### config.mk
export PLATFORM = sky130hd
export DESIGN_NAME = player_motion_ctrl
export DESIGN_NICKNAME = d
export VERILOG_FILES = /design/src/rtl/player_motion_ctrl.sv
export SDC_FILE = /design/constraint.sdc
export NUM_CORES = 1
export LEC_CHECK = 0
export CAP_MARGIN = 20
export CORE_MARGIN = 1.5
export CORE_UTILIZATION = 50
export CTS_BUF_LIST = sky130_fd_sc_hd__clkbuf_2
export DETAILED_ROUTE_END_ITERATION = 16
export PLACE_DENSITY_LB_ADDON = 0.1
export SYNTH_ARGS = -nofsm -noshare
export SYNTH_HDL_FRONTEND = slang
export SYNTH_SLANG_ARGS = --single-unit
### constraint.sdc
create_clock -name clk_100Hz -period 4.65 [get_ports clk_100Hz]
set_input_delay 0.93 -clock clk_100Hz [delete_from_list [all_inputs] [get_ports clk_100Hz]]
set_output_delay 0.93 -clock clk_100Hz [all_outputs]
set_load 0.1 [all_outputs]
### src/rtl/player_motion_ctrl.sv
// Player motion controller: paced, saturating position updates from held keys,
// and a rate-limited fire request with a req/ack handshake toward the bullet manager.
module player_motion_ctrl #(
    parameter int POS_W    = 10,
    parameter int X_MIN    = 0,
    parameter int X_MAX    = 600,
    parameter int Y_MIN    = 0,
    parameter int Y_MAX    = 440,
    parameter int X_INIT   = 300,
    parameter int Y_INIT   = 400,
    parameter int STEP     = 4,
    parameter int MOVE_DIV = 2,
    parameter int COOLDOWN = 25
) (
    input  logic             clk_100Hz,
    input  logic             rst_p,
    input  logic [3:0]       move_opr,
    input  logic             shoot_sign,
    input  logic             fire_ack,
    output logic [POS_W-1:0] pos_x,
    output logic [POS_W-1:0] pos_y,
    output logic             fire_req,
    output logic [POS_W-1:0] fire_x,
    output logic [POS_W-1:0] fire_y,
    output logic             cooling
);

    localparam int MC_W = (MOVE_DIV > 1) ? $clog2(MOVE_DIV) : 1;
    localparam int CC_W = (COOLDOWN > 1) ? $clog2(COOLDOWN) : 1;

    // Thresholds are one bit wider than the bus so the compares cannot wrap.
    localparam logic [POS_W:0]   X_LO   = (POS_W+1)'(X_MIN + STEP);
    localparam logic [POS_W:0]   X_HI   = (POS_W+1)'(X_MAX - STEP);
    localparam logic [POS_W:0]   Y_LO   = (POS_W+1)'(Y_MIN + STEP);
    localparam logic [POS_W:0]   Y_HI   = (POS_W+1)'(Y_MAX - STEP);
    localparam logic [POS_W-1:0] STEP_P = POS_W'(STEP);

    typedef enum logic [1:0] {
        IDLE = 2'd0,
        REQ  = 2'd1,
        COOL = 2'd2
    } state_t;

    state_t            state, state_nx;
    logic [MC_W-1:0]   mcnt;
    logic [CC_W-1:0]   ccnt, ccnt_nx;
    logic              req_nx, cool_nx;
    logic [POS_W-1:0]  fx_nx, fy_nx;
    logic [POS_W-1:0]  x_nx, y_nx;
    logic              moving, step;
    logic              up, down, left, right;

    assign up     = move_opr[3];
    assign down   = move_opr[2];
    assign left   = move_opr[1];
    assign right  = move_opr[0];
    assign moving = (move_opr != 4'b0000);
    assign step   = moving && (mcnt == MC_W'(MOVE_DIV - 1));

    always_comb begin
        x_nx = pos_x;
        y_nx = pos_y;
        if (step) begin
            if (left && !right)
                x_nx = ({1'b0, pos_x} < X_LO) ? POS_W'(X_MIN) : pos_x - STEP_P;
            else if (right && !left)
                x_nx = ({1'b0, pos_x} > X_HI) ? POS_W'(X_MAX) : pos_x + STEP_P;
            if (up && !down)
                y_nx = ({1'b0, pos_y} < Y_LO) ? POS_W'(Y_MIN) : pos_y - STEP_P;
            else if (down && !up)
                y_nx = ({1'b0, pos_y} > Y_HI) ? POS_W'(Y_MAX) : pos_y + STEP_P;
        end
    end

    always_ff @(posedge clk_100Hz) begin
        if (rst_p) begin
            pos_x <= POS_W'(X_INIT);
            pos_y <= POS_W'(Y_INIT);
            mcnt  <= '0;
        end else begin
            pos_x <= x_nx;
            pos_y <= y_nx;
            if (!moving || step)
                mcnt <= '0;
            else
                mcnt <= mcnt + MC_W'(1);
        end
    end

    always_ff @(posedge clk_100Hz) begin
        if (rst_p) begin
            state    <= IDLE;
            fire_req <= 1'b0;
            fire_x   <= '0;
            fire_y   <= '0;
            cooling  <= 1'b0;
            ccnt     <= '0;
        end else begin
            state    <= state_nx;
            fire_req <= req_nx;
            fire_x   <= fx_nx;
            fire_y   <= fy_nx;
            cooling  <= cool_nx;
            ccnt     <= ccnt_nx;
        end
    end

    always_comb begin
        state_nx = state;
        req_nx   = fire_req;
        fx_nx    = fire_x;
        fy_nx    = fire_y;
        cool_nx  = cooling;
        ccnt_nx  = ccnt;
        case (state)
            IDLE: begin
                req_nx  = 1'b0;
                cool_nx = 1'b0;
                if (shoot_sign) begin
                    fx_nx    = pos_x;
                    fy_nx    = pos_y;
                    req_nx   = 1'b1;
                    state_nx = REQ;
                end
            end
            // A released fire key does not withdraw a request already posted.
            REQ: begin
                if (fire_req && fire_ack) begin
                    req_nx   = 1'b0;
                    ccnt_nx  = CC_W'(COOLDOWN - 1);
                    cool_nx  = 1'b1;
                    state_nx = COOL;
                end
            end
            COOL: begin
                if (ccnt == '0) begin
                    cool_nx  = 1'b0;
                    state_nx = IDLE;
                end else begin
                    ccnt_nx = ccnt - CC_W'(1);
                end
            end
            default: begin
                req_nx   = 1'b0;
                cool_nx  = 1'b0;
                state_nx = IDLE;
            end
        endcase
    end

endmodule

==> reports/results.txt, run 1 <==
Post-CTS Resized: 0
Congestion Overflow GR: 0
most used flip-flop cell after synthesis: dfxtp_1
Slew Viols, Final: 0
Layout area overhead: 16.5%
nets: 363
CTS tree: built
max incr delay on CP: 1.22 ns
Critical path buffers and inverters: 1
Post-Place Cells: 404
register area share after synthesis: 33.7%
Cell Chain, Critical Path: clkdlybuf4s50_1
clock latency at the later pin of the worst-skew pair: 0.41 ns
CP max FO: 11
met2 usage: 32.6%
Commonest cells post-synth: 45 x nand2_1, 42 x dfxtp_1, 30 x a21oi_1, 20 x clkbuf_1, 17 x inv_1
Worst-Margin Slew: 0.973 ns
syn avg cell area: 7.78 um2
endpoints failing setup: 0
Rel. slew slack: 34.9%
skew final: 0.0145 ns
PortBufs: 41
hold violation count in the final report: 0
routed wire length: 5.43 mm
gpl congestion: 0.831
dpl hpwl: 3.81 mm
area leader, netlist: dfxtp_1
post-route ant nets: 0
Worst setup SP type: register
die width: 73.7 um
Hold Path Stages: 2
# H-tree levels: 2
min Tclk post-route: 3.17 ns
final setup TNS: 0 ns
via count: 2291
Root Driver: clkbuf_2
Hold Crit Class: register to register
GRT Util Overall: 21.1%
EDFF count, synth: 0
Leak: 1.10 nW
CTS Hold Bufs: 0
Max Buffers Root-to-Sink: 2
core area: 0.00475 mm2
starting density of the core: 52.5%
Syn Inst Count: 321
synth unique cells: 58
Worst Path Arrival: 2.24 ns
die area: 0.00543 mm2
global-route wire length before repair: 8.99 mm
met3 global-route usage: 5.49%
CP Class: register to output pin
Tcrit/Tclk final: 68.3%
Vias/cell: 5.56
fillcell total: 473
Clock Pin Slew Worst Setup and Hold Paths: 0.22 ns
top-count cell post-synth: nand2_1
Yosys warning count: 0
initial antenna violation count: 0
Yosys reg bits: 42
row count: 25
Max-Cap Viols: 0
status: finished clean
post-route insts no fill: 412
Critical Path RT: 3.72 ns
drt wl/cell: 13.2 um
worst reg-to-reg path cell count: 7
top cell type's share of synthesized area: 33.7%
RSZ-0062 raised after global routing: false
CTS sink cnt: 42
Synth area leaders: dfxtp_1 34%, nand2_1 6.8%, a21oi_1 6.0%
worst vdd rail ir drop: 0.000152 V
num ports: 50
DRC Markers: 0
n_diodes: 0
DRT iter0 DRCs: 144
CTS Buf Count: 5
height of the die: 73.7 um
FFs w/ async S/R, synth: 0%
Mapped Area: 0.00250 mm2
slowest CP cell: clkdlybuf4s50_1
Max Fclk: 315 MHz
global routing's busiest layer: met2
layout cell share with drive strength beyond 1: 5.80%
PwrDens: 292 mW/mm2
Sequential Area: 841 um2
Setup Buffers After CTS: 0
area of the multi-input gates: 0.00143 mm2
number of global-route vias before repair: 1974
routing usage on met1: 28.8%
DRT Pass-1 Iters: 4
largest net degree at the start of global routing: 35
CP endpoint kind: output pin
family with the most delay on the worst path: buffers and inverters
path length in cells of the critical path: 1
-- through the flow --
step | worst slack, ns | util, % | power (mW) | area (um2) | hold slack [ns]
CTS | 1.46 | 61.2 | 0.857 | 2910 | 0.471
detailed placement | 1.91 | 59.7 | 0.644 | 2840 | 0.447
global placement | 1.93 | 59.7 | 0.643 | 2840 | 0.443
floorplan | 1.80 | - | 0.602 | 2520 | 0.435
global route | 1.35 | 61.2 | 0.893 | 2910 | 0.496
finish | 1.48 | 61.2 | 0.850 | 2910 | 0.469
-- layout by cell type, fill, tap and decap left out, drive strengths merged, types with 7 or more instances in the layout --
| cell type | Yosys | final |
|---|---|---|
| nor3 | 11 | 11 |
| nor2 | 16 | 16 |
| ha | 11 | 11 |
| nand3 | 13 | 13 |
| nand2 | 45 | 45 |
| a21oi | 30 | 30 |
| dfxtp | 42 | 42 |
| o21ai | 17 | 17 |
| and3 | 7 | 7 |
| conb | 1 | 8 |
| inv | 17 | 17 |
| clkdlybuf4s50 | 0 | 41 |
-- cell families after synthesis --
family                     Yosys count  share of synthesized area, %
muxes                                1                         0.401
xor gates and xnor gates             7                          2.46
other                                1                         0.150
and+or+nand+nor                    125                          25.8
adders and majority gates           11                          5.51
DFF                                 42                          33.7
AOI/OAI and AO/OA                   83                          21.8
buffers and inverters               51                          10.2
-- registers in the layout, summed over array words and instances, names as in the netlist --
register / flops
fire_req: 1
state: 2
mcnt: 1
fire_x: 8
cooling: 1
ccnt: 5
pos_y: 8
fire_y: 8
pos_x: 8
-- final timing paths --
check	startpoint	endpoint	slack [ns]
setup / recovery	pos_y[7]	pos_y[7]	1.48
hold / removal	fire_x[6]	fire_x[6]	0.47
setup reg to reg	pos_y[2]	pos_y[3]	2.37
hold reg to reg	fire_x[6]	fire_x[6]	0.47
-- per-layer routing --
metal / share of wire, % / vias to the layer above / wire length [um]
met4: 0.57 / 0 / 31
li1: - / 1154 / -
met1: 48 / 1060 / 2630
met3: 6.1 / 4 / 329
met2: 45 / 73 / 2440
met5: 0 / - / 0
-- cell type report --
cell class	count	area share, %
Timing Repair Buffer	43	14.6
Multi-Input combinational cell	235	49.1
Sequential cell	42	28.9
Clock inverter	2	1.29
Clock buffer	6	1.03
Inverter	17	2.19
Tap cell	67	2.88
-- power by group --
part,internal [mW],switching [mW]
clock network,0.0930,0.120
registers,0.375,0.0225
logic,0.0600,0.179
No activity file was read; power rests on OpenSTA's default activity.
==> inputs of run 2 (changes only) <==
CORE_UTILIZATION = 48   (was 50)
clock period = 2.6 ns   (was 4.65 ns; I/O delays follow)
==> reports/results.txt, run 2 (synthesis results as in run 1) <==
status: finished clean
Clock Pin Slew Worst Setup and Hold Paths: 0.21 ns (about the same)
via count: 2306 (+0.65%)
CTS Hold Bufs: 0 (unchanged)
clock latency at the later pin of the worst-skew pair: 0.40 ns (about the same)
row count: 26 (+4.0%)
DRT Pass-1 Iters: 4 (unchanged)
Final Power: 1.51 mW (+78%)
Vias/cell: 5.52 (-0.79%)
hold slack: 0.468 ns (-0.00130 ns)
endpoints failing setup: 0 (unchanged)
most common cell after layout, fill and taps aside: nand2_1
num ports: 50 (unchanged)
CTS Buf Count: 5 (unchanged)
CTS sink cnt: 42 (unchanged)
die width: 75.1 um (+2.0%)
Congestion Overflow GR: 0 (unchanged)
Slew Viols, Final: 0 (unchanged)
post-route ant nets: 0 (unchanged)
Root Driver: clkbuf_2
nets: 366 (+0.83%)
Rel. slew slack: 63.6% (+29 points)
PwrDens: 531 mW/mm2 (+82%)
Hold Path End: fire_y[2]
DRC Markers: 0 (unchanged)
Worst-Margin Slew: 0.545 ns (-0.428 ns)
min-delay src: fire_y[2]
Max Buffers Root-to-Sink: 2 (unchanged)
logic gate share of total power: 28.3% (+0.2 points)
RSZ-0062 raised after global routing: false
Worst setup SP type: register
dpl hpwl: 3.86 mm (+1.2%)
Worst R2R Setup Slack: 0.49 ns (-1.88 ns)
Final Cell Area: 0.00285 mm2 (-2.0%)
switching share of power: 38.2% (+0.37 points)
n_diodes: 0 (unchanged)
Layout area overhead: 14.1%
core area: 0.00507 mm2 (+6.7%)
initial antenna violation count: 0 (unchanged)
Area after DPL: 0.00278 mm2 (-2.0%)
PortBufs: 41 (unchanged)
Setup Buffers After CTS: 0 (unchanged)
Int Power: 0.934 mW (+77%)
power share of the clock group: 24.8% (-0.3 points)
RR Endpoint: pos_x[5]
Max Fclk: 474 MHz
height of the die: 75.1 um (+2.0%)
skew final: 0.0105 ns (-0.00408 ns)
Hold Path Stages: 2 (unchanged)
Sw Pwr: 0.578 mW (+80%)
Leak: 1.16 nW (+6.2%)
Post-CTS Resized: 0 (unchanged)
final setup TNS: 0 ns (unchanged)
Hold Crit Class: register to register
global-route wire length before repair: 9.29 mm (+3.3%)
worst vdd rail ir drop: 0.000202 V (+33%)
CP Class: register to register
CP max FO: 9 (-2)
GRT Util Overall: 21.0% (about the same)
# H-tree levels: 2 (unchanged)
Critical Path RT: 2.91 ns (-0.81 ns)
min Tclk post-route: 2.11 ns
die area: 0.00564 mm2 (+4.0%)
drt wl/cell: 13.3 um (+1.3%)
layout cell share with drive strength beyond 1: 17.0% (+11 points)
Max-Cap Viols: 0 (unchanged)
Worst Path Arrival: 2.42 ns (+0.18 ns)
routed wire length: 5.58 mm (+2.7%)
worst reg-to-reg path cell count: 6 (-1)
Reg-to-Reg Start: pos_x[3]
hold violation count in the final report: 0 (unchanged)
starting density of the core: 49.2% (-3.3 points)
CTS tree: built
Reg power frac: 46.9% (about the same)
most frequent cells in the layout: 45 x nand2_1, 40 x dfxtp_1, 39 x buf_4
Tcrit/Tclk final: 81.2%
CP endpoint kind: register
largest net degree at the start of global routing: 42 (+20%)
number of global-route vias before repair: 1976 (+0.10%)
gpl congestion: 0.901 (+8.4%)
DRT iter0 DRCs: 155 (+7.6%)
==> run 2: changes by cell type in the layout (fill, tap and decap cells not counted), sizes merged <==
cell / previous run / this run
clkinv: 0 / 2
buf: 2 / 39
clkdlybuf4s50: 41 / 7
clkinvlp: 1 / 0
clkbuf: 6 / 5
==> run 2: how the worst max path moves through the flow <==
stage	startpoint	end	slack, ns
global placement	move_opr[0]	pos_y[9]	0.29
CTS	pos_x[3]	pos_x[5]	0.50
floorplan	pos_y[2]	pos_y[3]	0.04
detailed placement	move_opr[1]	pos_y[9]	0.27
global route	pos_x[2]	pos_x[5]	0.37
finish	pos_x[3]	pos_x[5]	0.49
==> run 2: routing by layer <==
layer	vias up	GRT usage (%)	wire length (um)
met4	0	4.85	22
met5	-	0	0
met2	85	32.8	2470
met1	1057	29.4	2700
li1	1162	-	-
met3	2	4.95	377
==> run 2: worst max-delay path, cell delays in order, from the launching register on <==
cell and delay [ns]:
dfxtp_2 0.42, inv_1 0.09, ha_1 0.19, or4b_4 0.53
o21ai_4 0.22, nor3_1 0.07, or4_1 0.49
==> run 2: power groups by stage <==
stage / clock [mW] / sequential [mW] / combinational [mW]
final: 0.375 / 0.709 / 0.428
after global routing: 0.421 / 0.715 / 0.459
after CTS: 0.393 / 0.709 / 0.429
after detailed placement: 0 / 0.722 / 0.428
after global placement: 0 / 0.721 / 0.427
after floorplan: 0 / 0.868 / 0.209
==> run 2: layout make-up <==
class                      instances  area, um2
fill                             519       2230
inverter                          17       63.8
clock buffer                       5       25.0
sequential                        42        843
clock inverter                     3       40.0
tap                               70       87.6
timing repair buffer              46        363
multi-input combinational        235       1430
==> run 2: stage by stage <==
step | utilization (%) | instances | setup slack, ns
floorplan | - | 328 | 0.0411
global placement | 54.9 | 410 | 0.290
detailed placement | 54.9 | 410 | 0.267
CTS | 56.1 | 418 | 0.502
global route | 56.1 | 418 | 0.366
finish | 56.1 | 418 | 0.490
==> inputs of run 3 (changes only) <==
CORE_UTILIZATION = 50   (was 48)
clock period = 2.07 ns   (was 2.6 ns; I/O delays follow)
==> reports/results.txt, run 3 (synthesis results as in run 1) <==
final setup TNS: 0 ns (unchanged)
Max-Cap Viols: 0 (unchanged)
min-delay src: fire_x[5]
CP endpoint kind: register
# H-tree levels: 2 (unchanged)
Tcrit/Tclk final: 95.7% (+15 points)
Hold Path End: fire_x[5]
Congestion Overflow GR: 0 (unchanged)
CTS sink cnt: 42 (unchanged)
drt wl/cell: 13.2 um (-1.4%)
die width: 73.7 um (-1.9%)
status: finished clean
height of the die: 73.7 um (-1.9%)
CP max FO: 5 (-4)
dpl hpwl: 4.18 mm (+8.3%)
min Tclk post-route: 1.98 ns (-0.130 ns)
most frequent cells in the layout: 56 x buf_4, 45 x nand2_1, 30 x a21oi_1
Post-CTS Resized: 0 (unchanged)
starting density of the core: 52.5% (+3.3 points)
endpoints failing setup: 0 (unchanged)
PortBufs: 41 (unchanged)
Worst Path Arrival: 2.27 ns (-0.15 ns)
RSZ-0062 raised after global routing: false
via count: 2342 (+1.6%)
skew final: 0.0115 ns (+0.00101 ns)
Max Buffers Root-to-Sink: 2 (unchanged)
Root Driver: clkbuf_2
Hold Path Stages: 2 (unchanged)
DRT iter0 DRCs: 112 (-28%)
Worst R2R Setup Slack: 0.09 ns (-0.40 ns)
Worst setup SP type: register
routed wire length: 5.71 mm (+2.4%)
hold violation count in the final report: 0 (unchanged)
Setup Buffers After CTS: 0 (unchanged)
n_diodes: 0 (unchanged)
clock latency at the later pin of the worst-skew pair: 0.39 ns (about the same)
worst reg-to-reg path cell count: 6 (unchanged)
core area: 0.00475 mm2 (-6.3%)
Slew Viols, Final: 0 (unchanged)
Clock Pin Slew Worst Setup and Hold Paths: 0.21 ns (about the same)
largest net degree at the start of global routing: 42 (unchanged)
gpl congestion: 0.915 (+1.5%)
CTS tree: built
Critical Path Start: pos_x[3]
RR Endpoint: pos_x[5]
hold slack: 0.467 ns (-0.000460 ns)
nets: 385 (+5.2%)
Max Fclk: 505 MHz (+6.5%)
global-route wire length before repair: 9.61 mm (+3.5%)
die area: 0.00543 mm2 (-3.8%)
CTS Buf Count: 5 (unchanged)
number of global-route vias before repair: 2097 (+6.1%)
Leak: 1.25 nW (+7.8%)
DRC Markers: 0 (unchanged)
PwrDens: 601 mW/mm2 (+13%)
post-route ant nets: 0 (unchanged)
Vias/cell: 5.40 (-2.2%)
GRT Util Overall: 22.3% (+1.2 points)
Reg-to-Reg Start: pos_x[3]
Critical Path RT: 2.36 ns (-0.55 ns)
most common cell after layout, fill and taps aside: buf_4
CP Class: register to register
num ports: 50 (unchanged)
row count: 25 (-3.8%)
Layout area overhead: 21.4%
CTS Hold Bufs: 0 (unchanged)
Hold Crit Class: register to register
DRT Pass-1 Iters: 4 (unchanged)
worst vdd rail ir drop: 0.000323 V (+60%)
layout cell share with drive strength beyond 1: 24.8% (+7.8 points)
initial antenna violation count: 0 (unchanged)
==> run 3: cell count changes in the layout (fill, tap and decap cells not counted), sizes merged <==
cell / delta
buf: +19
bufinv: -1
inv: +1
==> run 3: per-stage QoR <==
stage,utilization (%),total power [mW],cells,setup slack (ns),instance area [um2]
after floorplan,-,1.36,328,-0.0692,2590
after global placement,62.9,1.48,426,-0.0640,2990
after detailed placement,62.9,1.48,426,-0.0814,2990
after CTS,63.7,1.84,434,0.0915,3030
after global routing,63.7,1.91,434,0.00521,3030
final,63.7,1.82,434,0.0893,3030
==> run 3: power breakdown <==
group	switching (mW)	total [mW]	internal, mW
combinational	0.426	0.587	0.160
clock	0.272	0.351	0.0792
sequential	0.0394	0.883	0.844
total	0.737	1.82	1.08
==> run 3: cell type report <==
| class | instances | area [um2] |
|---|---|---|
| clock buffers | 5 | 25.0 |
| clock inverters | 3 | 15.0 |
| fillers | 465 | 1720 |
| inverters | 17 | 66.3 |
| multi-input cells | 235 | 1440 |
| flip-flops and latches | 42 | 868 |
| well taps | 67 | 83.8 |
| repair buffers | 65 | 531 |
==> run 3: metal layers <==
metal | track usage (%) | up-vias | part of all wire, %
met5 | 0 | - | 0
met1 | 30.3 | 1081 | 49
met3 | 4.39 | 2 | 5.4
li1 | - | 1201 | -
met4 | 4.53 | 0 | 0.47
met2 | 36.6 | 58 | 45
==> run 3: worst max-delay path by stage <==
stage,end,slack [ns]
after floorplan,pos_x[5],-0.07
after global placement,pos_x[5],-0.06
after detailed placement,pos_x[5],-0.08
after CTS,pos_x[8],0.09
after global routing,pos_x[8],0.005
final,pos_x[5],0.09
==> run 3: critical path, stage by stage (launching register included) <==
cell and delay, ns:
dfxtp_4 0.39, inv_1 0.10, ha_4 0.16, or4b_4 0.51
o21ai_4 0.16, nor3_1 0.07, or4_1 0.50
